## config.mk

```make
export PLATFORM = sky130hd
export DESIGN_NAME = tv80_bus_bridge_flat
export DESIGN_NICKNAME = d
export VERILOG_FILES = /design/src/rtl/tv80_bus_bridge_if.sv /design/src/rtl/tv80_bus_bridge.sv /design/src/flat_wrapper.sv
export SDC_FILE = /design/constraint.sdc
export NUM_CORES = 1
export LEC_CHECK = 0
export BUFFER_PORTS_ARGS = -buffer_cell sky130_fd_sc_hd__buf_4
export CAP_MARGIN = 40
export CELL_PAD_IN_SITES_DETAIL_PLACEMENT = 1
export CELL_PAD_IN_SITES_GLOBAL_PLACEMENT = 1
export CORE_MARGIN = 3
export CORE_UTILIZATION = 39
export CTS_BUF_LIST = sky130_fd_sc_hd__clkbuf_8 sky130_fd_sc_hd__clkbuf_16
export DETAILED_ROUTE_END_ITERATION = 12
export HOLD_SLACK_MARGIN = 0.15
export PLACE_DENSITY_LB_ADDON = 0.05
export SYNTH_ARGS = -nofsm -noshare
export SYNTH_HDL_FRONTEND = slang
export SYNTH_SLANG_ARGS = --single-unit
export TNS_END_PERCENT = 5
```

## constraint.sdc

```tcl
create_clock -name clk -period 2.9 [get_ports clk]
set_input_delay 0.145 -clock clk [delete_from_list [all_inputs] [get_ports clk]]
set_output_delay 0.145 -clock clk [all_outputs]
set_load 0.05 [all_outputs]
```

## src/rtl/tv80_bus_bridge_if.sv

```systemverilog
// Signal bundle between the tv80s core, the bridge and its memory / I/O targets.
// master: the bridge itself; slave: everything around it (CPU strobes and target responses).
interface tv80_bus_bridge_if;
  // CPU side
  logic [15:0] cpu_a;
  logic [7:0]  cpu_do;
  logic [7:0]  cpu_di;
  logic        mreq_n;
  logic        iorq_n;
  logic        rd_n;
  logic        wr_n;
  logic        m1_n;
  logic        rfsh_n;
  logic        wait_n;
  // Memory port
  logic        mem_req;
  logic        mem_we;
  logic [15:0] mem_addr;
  logic [7:0]  mem_wdata;
  logic        mem_ack;
  logic [7:0]  mem_rdata;
  // I/O port
  logic        io_req;
  logic        io_we;
  logic [7:0]  io_addr;
  logic [7:0]  io_wdata;
  logic        io_ack;
  logic [7:0]  io_rdata;
  logic        bus_err;

  modport master (
    input  cpu_a, cpu_do, mreq_n, iorq_n, rd_n, wr_n, m1_n, rfsh_n,
    output cpu_di, wait_n,
    output mem_req, mem_we, mem_addr, mem_wdata,
    input  mem_ack, mem_rdata,
    output io_req, io_we, io_addr, io_wdata,
    input  io_ack, io_rdata,
    output bus_err
  );

  modport slave (
    output cpu_a, cpu_do, mreq_n, iorq_n, rd_n, wr_n, m1_n, rfsh_n,
    input  cpu_di, wait_n,
    input  mem_req, mem_we, mem_addr, mem_wdata,
    output mem_ack, mem_rdata,
    input  io_req, io_we, io_addr, io_wdata,
    output io_ack, io_rdata,
    input  bus_err
  );
endinterface

```

## src/rtl/tv80_bus_bridge.sv

```systemverilog
// Turns tv80s Z80 bus strobes into req/ack transactions on a memory port and an 8-bit I/O port,
// stretching the CPU cycle via wait_n and aborting lost transactions after TIMEOUT cycles.
module tv80_bus_bridge #(
  parameter int unsigned TIMEOUT  = 64,
  parameter logic [7:0]  INTA_VEC = 8'hFF,
  parameter logic [7:0]  ERR_DATA = 8'hFF
) (
  input logic              clk,
  input logic              reset_n,
  tv80_bus_bridge_if.master bus
);

  localparam logic [7:0] TimeoutLast = 8'(TIMEOUT - 1);

  typedef enum logic [1:0] {StIdle, StMemWait, StIoWait, StDone} state_e;

  state_e      state_q;
  logic        armed_q;
  logic [7:0]  cnt_q;
  logic [7:0]  cpu_di_q;
  logic        bus_err_q;
  logic        mem_req_q, mem_we_q;
  logic [15:0] mem_addr_q;
  logic [7:0]  mem_wdata_q;
  logic        io_req_q, io_we_q;
  logic [7:0]  io_addr_q;
  logic [7:0]  io_wdata_q;

  logic mrd, mwr, ird, iwr, inta, act;

  always_comb begin
    mrd  = !bus.mreq_n && !bus.rd_n && bus.rfsh_n;
    mwr  = !bus.mreq_n && !bus.wr_n && bus.rfsh_n;
    ird  = !bus.iorq_n && !bus.rd_n && bus.m1_n;
    iwr  = !bus.iorq_n && !bus.wr_n && bus.m1_n;
    inta = !bus.iorq_n && !bus.m1_n;
    act  = mrd || mwr || ird || iwr || inta;
  end

  always_ff @(posedge clk or negedge reset_n) begin
    if (!reset_n) begin
      state_q     <= StIdle;
      armed_q     <= 1'b0;
      cnt_q       <= 8'd0;
      cpu_di_q    <= 8'h00;
      bus_err_q   <= 1'b0;
      mem_req_q   <= 1'b0;
      mem_we_q    <= 1'b0;
      mem_addr_q  <= 16'h0000;
      mem_wdata_q <= 8'h00;
      io_req_q    <= 1'b0;
      io_we_q     <= 1'b0;
      io_addr_q   <= 8'h00;
      io_wdata_q  <= 8'h00;
    end else begin
      unique case (state_q)
        StIdle: begin
          // armed only rises with strobes idle, so a held strobe never launches a second txn
          if (!act) begin
            armed_q <= 1'b1;
          end else if (armed_q) begin
            armed_q <= 1'b0;
            cnt_q   <= 8'd0;
            if (inta) begin
              cpu_di_q <= INTA_VEC;
              state_q  <= StDone;
            end else if (mrd || mwr) begin
              mem_req_q   <= 1'b1;
              mem_we_q    <= !mrd;
              mem_addr_q  <= bus.cpu_a;
              mem_wdata_q <= bus.cpu_do;
              state_q     <= StMemWait;
            end else begin
              io_req_q   <= 1'b1;
              io_we_q    <= !ird;
              io_addr_q  <= bus.cpu_a[7:0];
              io_wdata_q <= bus.cpu_do;
              state_q    <= StIoWait;
            end
          end
        end
        StMemWait: begin
          if (bus.mem_ack) begin
            mem_req_q <= 1'b0;
            if (!mem_we_q) cpu_di_q <= bus.mem_rdata;
            state_q <= StDone;
          end else if (cnt_q == TimeoutLast) begin
            mem_req_q <= 1'b0;
            bus_err_q <= 1'b1;
            if (!mem_we_q) cpu_di_q <= ERR_DATA;
            state_q <= StDone;
          end else begin
            cnt_q <= cnt_q + 8'd1;
          end
        end
        StIoWait: begin
          if (bus.io_ack) begin
            io_req_q <= 1'b0;
            if (!io_we_q) cpu_di_q <= bus.io_rdata;
            state_q <= StDone;
          end else if (cnt_q == TimeoutLast) begin
            io_req_q  <= 1'b0;
            bus_err_q <= 1'b1;
            if (!io_we_q) cpu_di_q <= ERR_DATA;
            state_q <= StDone;
          end else begin
            cnt_q <= cnt_q + 8'd1;
          end
        end
        StDone: begin
          if (!act) begin
            cnt_q   <= 8'd0;
            state_q <= StIdle;
          end
        end
        default: state_q <= StIdle;
      endcase
    end
  end

  // Combinational so the core sees the stretch in the same T-state it asserted the strobe
  assign bus.wait_n = !((state_q == StIdle && armed_q && (mrd || mwr || ird || iwr)) ||
                        state_q == StMemWait || state_q == StIoWait);

  assign bus.cpu_di    = cpu_di_q;
  assign bus.bus_err   = bus_err_q;
  assign bus.mem_req   = mem_req_q;
  assign bus.mem_we    = mem_we_q;
  assign bus.mem_addr  = mem_addr_q;
  assign bus.mem_wdata = mem_wdata_q;
  assign bus.io_req    = io_req_q;
  assign bus.io_we     = io_we_q;
  assign bus.io_addr   = io_addr_q;
  assign bus.io_wdata  = io_wdata_q;

endmodule

```

## src/flat_wrapper.sv

```systemverilog
// flat-port wrapper written by rule: the top's interface ports become plain ports
module tv80_bus_bridge_flat 
#(
  parameter int unsigned TIMEOUT  = 64,
  parameter logic [7:0]  INTA_VEC = 8'hFF,
  parameter logic [7:0]  ERR_DATA = 8'hFF
)
  (clk, reset_n, bus_cpu_a, bus_cpu_do, bus_mreq_n, bus_iorq_n, bus_rd_n, bus_wr_n, bus_m1_n, bus_rfsh_n, bus_cpu_di, bus_wait_n, bus_mem_req, bus_mem_we, bus_mem_addr, bus_mem_wdata, bus_mem_ack, bus_mem_rdata, bus_io_req, bus_io_we, bus_io_addr, bus_io_wdata, bus_io_ack, bus_io_rdata, bus_bus_err);
  tv80_bus_bridge_if bus_i ();
  input logic clk;
  input logic reset_n;
  input wire logic [$bits(bus_i.cpu_a)-1:0] bus_cpu_a;
  input wire logic [$bits(bus_i.cpu_do)-1:0] bus_cpu_do;
  input wire logic [$bits(bus_i.mreq_n)-1:0] bus_mreq_n;
  input wire logic [$bits(bus_i.iorq_n)-1:0] bus_iorq_n;
  input wire logic [$bits(bus_i.rd_n)-1:0] bus_rd_n;
  input wire logic [$bits(bus_i.wr_n)-1:0] bus_wr_n;
  input wire logic [$bits(bus_i.m1_n)-1:0] bus_m1_n;
  input wire logic [$bits(bus_i.rfsh_n)-1:0] bus_rfsh_n;
  output wire logic [$bits(bus_i.cpu_di)-1:0] bus_cpu_di;
  output wire logic [$bits(bus_i.wait_n)-1:0] bus_wait_n;
  output wire logic [$bits(bus_i.mem_req)-1:0] bus_mem_req;
  output wire logic [$bits(bus_i.mem_we)-1:0] bus_mem_we;
  output wire logic [$bits(bus_i.mem_addr)-1:0] bus_mem_addr;
  output wire logic [$bits(bus_i.mem_wdata)-1:0] bus_mem_wdata;
  input wire logic [$bits(bus_i.mem_ack)-1:0] bus_mem_ack;
  input wire logic [$bits(bus_i.mem_rdata)-1:0] bus_mem_rdata;
  output wire logic [$bits(bus_i.io_req)-1:0] bus_io_req;
  output wire logic [$bits(bus_i.io_we)-1:0] bus_io_we;
  output wire logic [$bits(bus_i.io_addr)-1:0] bus_io_addr;
  output wire logic [$bits(bus_i.io_wdata)-1:0] bus_io_wdata;
  input wire logic [$bits(bus_i.io_ack)-1:0] bus_io_ack;
  input wire logic [$bits(bus_i.io_rdata)-1:0] bus_io_rdata;
  output wire logic [$bits(bus_i.bus_err)-1:0] bus_bus_err;
  assign bus_i.cpu_a = bus_cpu_a;
  assign bus_i.cpu_do = bus_cpu_do;
  assign bus_i.mreq_n = bus_mreq_n;
  assign bus_i.iorq_n = bus_iorq_n;
  assign bus_i.rd_n = bus_rd_n;
  assign bus_i.wr_n = bus_wr_n;
  assign bus_i.m1_n = bus_m1_n;
  assign bus_i.rfsh_n = bus_rfsh_n;
  assign bus_cpu_di = bus_i.cpu_di;
  assign bus_wait_n = bus_i.wait_n;
  assign bus_mem_req = bus_i.mem_req;
  assign bus_mem_we = bus_i.mem_we;
  assign bus_mem_addr = bus_i.mem_addr;
  assign bus_mem_wdata = bus_i.mem_wdata;
  assign bus_i.mem_ack = bus_mem_ack;
  assign bus_i.mem_rdata = bus_mem_rdata;
  assign bus_io_req = bus_i.io_req;
  assign bus_io_we = bus_i.io_we;
  assign bus_io_addr = bus_i.io_addr;
  assign bus_io_wdata = bus_i.io_wdata;
  assign bus_i.io_ack = bus_io_ack;
  assign bus_i.io_rdata = bus_io_rdata;
  assign bus_bus_err = bus_i.bus_err;
  tv80_bus_bridge #(.TIMEOUT(TIMEOUT), .INTA_VEC(INTA_VEC), .ERR_DATA(ERR_DATA)) u_core (.clk(clk), .reset_n(reset_n), .bus(bus_i));
endmodule
```

==> metrics.md, run 1 <==
| Metric | Value |
|---|---|
| Status | finished clean |
| Initial DRT Pass Iterations | 4 |
| Starting Density | 40.7% |
| RSZ-0062 raised after global routing | false |
| Die Y | 93.5 um |
| Worst-path clk slew | 0.07 ns |
| RePlAce Congestion | 0.804 |
| Post-CTS Setup Bufs | 0 |
| H-Tree Depth | 3 |
| Core area | 7330 um2 |
| Final setup violation count | 0 |
| Top cells by area, synth | dfrtp_1 (54%), mux2_2 (14%), mux2_4 (4.0%) |
| Worst-case clock skew | 0.00699 ns |
| Critical-path top delay cell | or4_1 |
| Commonest cells after routing, fill and taps aside | buf_4 (106), dfrtp_1 (64), mux2_2 (37) |
| Clock tree from TritonCTS | built |
| DR vias | 2,431 |
| IO Pins | 104 |
| CTS Buf Count | 9 |
| WHS | 0.170 ns |
| Fmax | 418 MHz |
| Avg Cell Area, Syn | 12.8 um2 |
| Syn Inst Count | 234 |
| Flops & latches, synth | 64 |
| Period utilization | 82.6% |
| Crit-path leading delay family | compound AO/OA/AOI/OAI gates |
| Worst vdd ir | 0.640 mV |
| Post-synth ARST share | 100% |
| Crit path required time | 3.17 ns |
| Final #Nets | 424 |
| Row Count | 31 |
| Worst slack at placement | 0.521 ns |
| Netlist Area Pre-Place | 2990 um2 |
| Final WS setup | 0.506 ns |
| HP Class | input pin to flop |
| First-pass GRT wire length | 13.1 mm |
| Worst Tran Pin Value | 0.795 ns |
| Antenna violations before repair | 0 |
| Clock Tree Root | clkbuf_8 |
| Data arrival, critical path | 2.67 ns |
| Die width | 93.5 um |
| Crit-path max FO | 17 |
| Cell area power density | 1300 nW/um2 |
| Slowest stage delay, CP | 0.55 ns |
| Ys flop type | dfrtp_1 |
| Drt wl/cell | 16.7 um |
| Detailed Place HPWL | 5.60 mm |
| Total global-route track usage | 19.2% |
| Slew headroom | 47.0% |
| Clock tree buffer depth | 2 |
| Synth Warn # | 0 |
| Post-Route Setup TNS | 0 ns |
| Max Cap Viol | 0 |
| Port bufs | 103 |
| Vias per cell | 5.14 |
| Most common cell after layout, fill and taps aside | buf_4 |
| Total nets after synthesis | 289 |
| Tmin final | 2.39 ns |
| Pleak | 2.05 nW |
| Worst path buffer plus inverter count | 1 |
| Crit path cell chain | inv_1 > ha_1 > a22oi_1 > o41a_1 > o2111ai_2 > or4_1 > nand3_1 |
| Vias in the first global route | 2,642 |
| Largest net degree at the start of global routing | 65 |
| Area Growth Syn to Fin | 45.3% |
| Post-DRT Antenna Nets | 0 |
| Seq/Total Area, Yosys | 53.6% |
| Total Die Area | 8740 um2 |
| Layout cells sized above 1 | 47.6% |
| Largest area contributor in the netlist | dfrtp_1 |
| CP endpoint kind | flop |
| Drt total wl | 7.90 mm |
| Slew Limit Fails | 0 |
| CP Launch Type | flop |
| Residual DRC | 0 |
| CTS Sinks | 64 |
| WS Path Type | flop to flop |
| Latest clock arrival within the worst-skew pair | 0.34 ns |
| Final hold vios | 0 |
| Grt total ovfl | 0 |
| Distinct cells, synth | 45 |
| EDFF count, synth | 0 |
| Iter 0 DRT Violations | 74 |
| Area share of the largest cell type after synthesis | 53.6% |
| ANT cells | 0 |
worst paths after layout:
check,cells after the start,slack [ns],end,from
max,7,0.51,u_core.cnt_q[7],u_core.state_q[0]
min,3,0.17,u_core.bus.cpu_di[7],bus_mem_rdata[7]
max reg2reg,7,0.51,u_core.cnt_q[7],u_core.state_q[0]
min reg2reg,1,0.47,u_core.bus.bus_err,u_core.bus.bus_err
max in group asynchronous,2,1.94,u_core.bus.io_wdata[4],reset_n
min in group asynchronous,2,0.43,u_core.bus.bus_err,reset_n
stage by stage:
step / area [um2] / cells / util (%) / power [W]
floorplan: 2990 / 234 / - / 0.00389
global placement: 3850 / 429 / 52.6 / 0.00477
detailed placement: 3850 / 429 / 52.6 / 0.00485
CTS: 4330 / 472 / 59.1 / 0.00569
global route: 4340 / 473 / 59.2 / 0.00597
finish: 4340 / 473 / 59.2 / 0.00563
state kept, by name, summed over array words and instances, names as in the netlist, 2 cells and up:
register and flops:
u_core.bus.mem_addr 16, u_core.bus.cpu_di 8, u_core.bus.io_addr 8, u_core.bus.io_wdata 8
u_core.bus.mem_wdata 8, u_core.cnt_q 8, u_core.state_q 2
logic make-up after synthesis:
family,synth area share (%)
flops,53.6
fa+ha+maj,2.09
mux,19.1
buf+inv,3.06
simple gates,9.97
compound gates,12.1
Yosys cell counts (2+ instances only):
master	count
and2_1	2
nand2_1	9
o21ai_0	12
inv_1	8
nand3_1	6
dfrtp_1	64
clkbuf_1	3
mux2_2	37
or2_2	2
mux2_1	3
nand2b_1	4
o41ai_1	2
a21oi_1	6
mux2_4	8
nor2b_1	2
a31o_2	2
nor2_1	14
a221o_1	9
ha_1	5
buf_2	4
buf_6	2
a22oi_1	2
o31ai_1	3
nor3_1	3
or4_1	2
report_power, final:
group          internal (W)  switching, W  total (W)
combinational       0.00120       0.00211    0.00331
clock              0.000441      0.000345   0.000786
sequential          0.00129      0.000246    0.00154
total               0.00293       0.00270    0.00563
worst min-delay path: cells and delay by family:
| family | cells | cell delay, ns |
|---|---|---|
| AOI/OAI and AO/OA | 1 | 0.12 |
| buffers and inverters | 1 | 0.08 |
| muxes | 1 | 0.13 |
what timing repair did:
action / CTS / global route
setup endpoints to repair: 0 / 0
resized for setup: 0 / 0
endpoints found under the hold margin: 107 / 1
hold buffers: 27 / 1
layout make-up:
class,instances,area (um2)
clock inverters,5,55.1
inverters,8,30.0
fillers,763,2990
flip-flops and latches,64,1600
well taps,99,124
multi-input cells,152,1300
repair buffers,134,1080
clock buffers,11,151
per-layer routing:
layer	vias up	track usage, %	wire [um]
li1	1136	-	-
met1	1203	24.4	3420
met2	81	30.6	3790
met3	11	7.08	593
met4	0	5.74	102
met5	-	0	0
(Power assumes the default switching activity.)
==> inputs of run 2 (changes only) <==
Clock period 2.9 ns to 2.49 ns, I/O delays scaled along.
==> metrics.md, run 2 (synthesized netlist as in run 1, its figures left out) <==
| Metric | Value |
|---|---|
| Area Growth Syn to Fin | 46.7% (was 45.3%) |
| Residual DRC | 0 (unchanged) |
| IO Pins | 104 (unchanged) |
| Vias in the first global route | 2,701 (was 2,642) |
| Max Cap Viol | 0 (unchanged) |
| Slowest stage delay, CP | 0.56 ns (was 0.55 ns) |
| Cell area power density | 1510 nW/um2 (was 1300 nW/um2) |
| Crit path required time | 2.71 ns (was 3.17 ns) |
| CP endpoint kind | flop (unchanged) |
| Final setup violation count | 0 (unchanged) |
| Critical-path top delay cell | a221o_1 (was or4_1) |
| Largest net degree at the start of global routing | 65 (unchanged) |
| First-pass GRT wire length | 13.7 mm (was 13.1 mm) |
| Final #Nets | 428 (was 424) |
| Detailed Place HPWL | 5.56 mm (was 5.60 mm) |
| Row Count | 31 (unchanged) |
| Period utilization | 89.5% (was 82.6%) |
| HP Class | input pin to flop (unchanged) |
| Total global-route track usage | 20.0% (was 19.2%) |
| Total Die Area | 8740 um2 (unchanged) |
| DR vias | 2,456 (was 2,431) |
| Iter 0 DRT Violations | 84 (was 74) |
| Clock Tree Root | clkbuf_8 (unchanged) |
| Slew Limit Fails | 0 (unchanged) |
| Status | finished clean (unchanged) |
| Pleak | 2.08 nW (was 2.05 nW) |
| Crit-path max FO | 8 (was 17) |
| Worst Tran Pin Value | 0.829 ns (was 0.795 ns) |
| Post-DRT Antenna Nets | 0 (unchanged) |
| WS Path Type | flop to flop (unchanged) |
| Die width | 93.5 um (unchanged) |
| Worst-path clk slew | 0.07 ns (about the same) |
| Worst-case clock skew | 0.00634 ns (was 0.00699 ns) |
| Vias per cell | 5.15 (was 5.14) |
| Drt total wl | 8.12 mm (was 7.90 mm) |
| Final hold vios | 0 (unchanged) |
| Clock tree from TritonCTS | built (unchanged) |
| CTS Buf Count | 9 (unchanged) |
| Data arrival, critical path | 2.44 ns (was 2.67 ns) |
| Clock tree buffer depth | 2 (unchanged) |
| Crit path cell chain | ha_1 > nand3_4 > nor3_4 > nor2_2 > a221o_1 > mux2_4 (was inv_1 > ha_1 > a22oi_1 > o41a_1 > o2111ai_2 > or4_1 > nand3_1) |
| RSZ-0062 raised after global routing | false (unchanged) |
| Latest clock arrival within the worst-skew pair | 0.33 ns (was 0.34 ns) |
| Layout cells sized above 1 | 47.1% (was 47.6%) |
| Most common cell after layout, fill and taps aside | buf_4 (unchanged) |
| Antenna violations before repair | 0 (unchanged) |
| Port bufs | 103 (unchanged) |
| CP Launch Type | flop (unchanged) |
| Die Y | 93.5 um (unchanged) |
| ANT cells | 0 (unchanged) |
| Core area | 7330 um2 (unchanged) |
| Initial DRT Pass Iterations | 4 (unchanged) |
| Commonest cells after routing, fill and taps aside | buf_4 (107), dfrtp_1 (64), mux2_2 (37) (was buf_4 (106), dfrtp_1 (64), mux2_2 (37)) |
| Starting Density | 40.7% (unchanged) |
| Final Util | 59.8% (was 59.2%) |
| Fmax | 449 MHz (was 418 MHz) |
| RePlAce Congestion | 0.784 (was 0.804) |
| Grt total ovfl | 0 (unchanged) |
| CTS Sinks | 64 (unchanged) |
| Post-Route Setup TNS | 0 ns (unchanged) |
| Worst vdd ir | 0.781 mV (was 0.640 mV) |
| Max FFs per register | 16 (unchanged) |
| H-Tree Depth | 3 (unchanged) |
| Drt wl/cell | 17.0 um (was 16.7 um) |
| Tmin final | 2.23 ns (was 2.39 ns) |
| Slew headroom | 44.7% (was 47.0%) |
run 2: worst paths after layout:
| path | from | endpoint | slack [ns] | cells past startpoint |
|---|---|---|---|---|
| max | u_core.cnt_q[0] | u_core.bus.cpu_di[7] | 0.26 | 6 |
| min | bus_mem_rdata[4] | u_core.bus.cpu_di[4] | 0.16 | 3 |
| max reg2reg | u_core.cnt_q[0] | u_core.bus.cpu_di[7] | 0.26 | 6 |
| min reg2reg | u_core.bus.bus_err | u_core.bus.bus_err | 0.48 | 1 |
| max in group asynchronous | reset_n | u_core.bus.mem_addr[5] | 1.51 | 2 |
| min in group asynchronous | reset_n | u_core.bus.bus_err | 0.42 | 2 |
run 2: layer usage:
metal | routed length (um) | GRT usage (%) | share of wire, %
met5 | 0 | 0 | 0
met4 | 174 | 8.42 | 2.1
met3 | 536 | 4.59 | 6.6
met1 | 3530 | 25.7 | 43
met2 | 3880 | 32.3 | 48
run 2: through the flow:
step	total power, W	std cells	hold slack, ns	worst slack (ns)	cell area, um2
final	0.00661	477	0.160	0.262	4380
after global routing	0.00700	477	0.170	0.126	4380
after floorplan	0.00453	234	-0.171	0.306	2990
after detailed placement	0.00570	431	0.279	0.273	3880
after CTS	0.00667	477	0.151	0.252	4380
after global placement	0.00563	431	0.277	0.381	3880
run 2: critical path: cells and delay by family (launching register included):
kind / cells / cell delay [ns]
adders and majority gates: 1 / 0.26
and+or+nand+nor: 3 / 0.50
muxes: 1 / 0.38
AOI/OAI and AO/OA: 1 / 0.56
DFF: 1 / 0.41
run 2: report_power, final:
| part | internal, W | switching, W |
|---|---|---|
| clock network | 0.000507 | 0.000390 |
| logic | 0.00144 | 0.00249 |
| registers | 0.00150 | 0.000286 |
| total | 0.00345 | 0.00316 |
run 2: cell type report:
class | count | area [um2]
multi-input combinational | 152 | 1300
inverter | 8 | 30.0
clock inverter | 5 | 47.5
sequential | 64 | 1600
fill | 744 | 2950
timing repair buffer | 138 | 1120
clock buffer | 11 | 151
tap | 99 | 124
run 2: timing repair:
action,CTS,global route
setup buffers,0,0
endpoints found under the hold margin,110,0
hold buffers,30,0
setup endpoints to repair,0,0
resized for setup,0,0
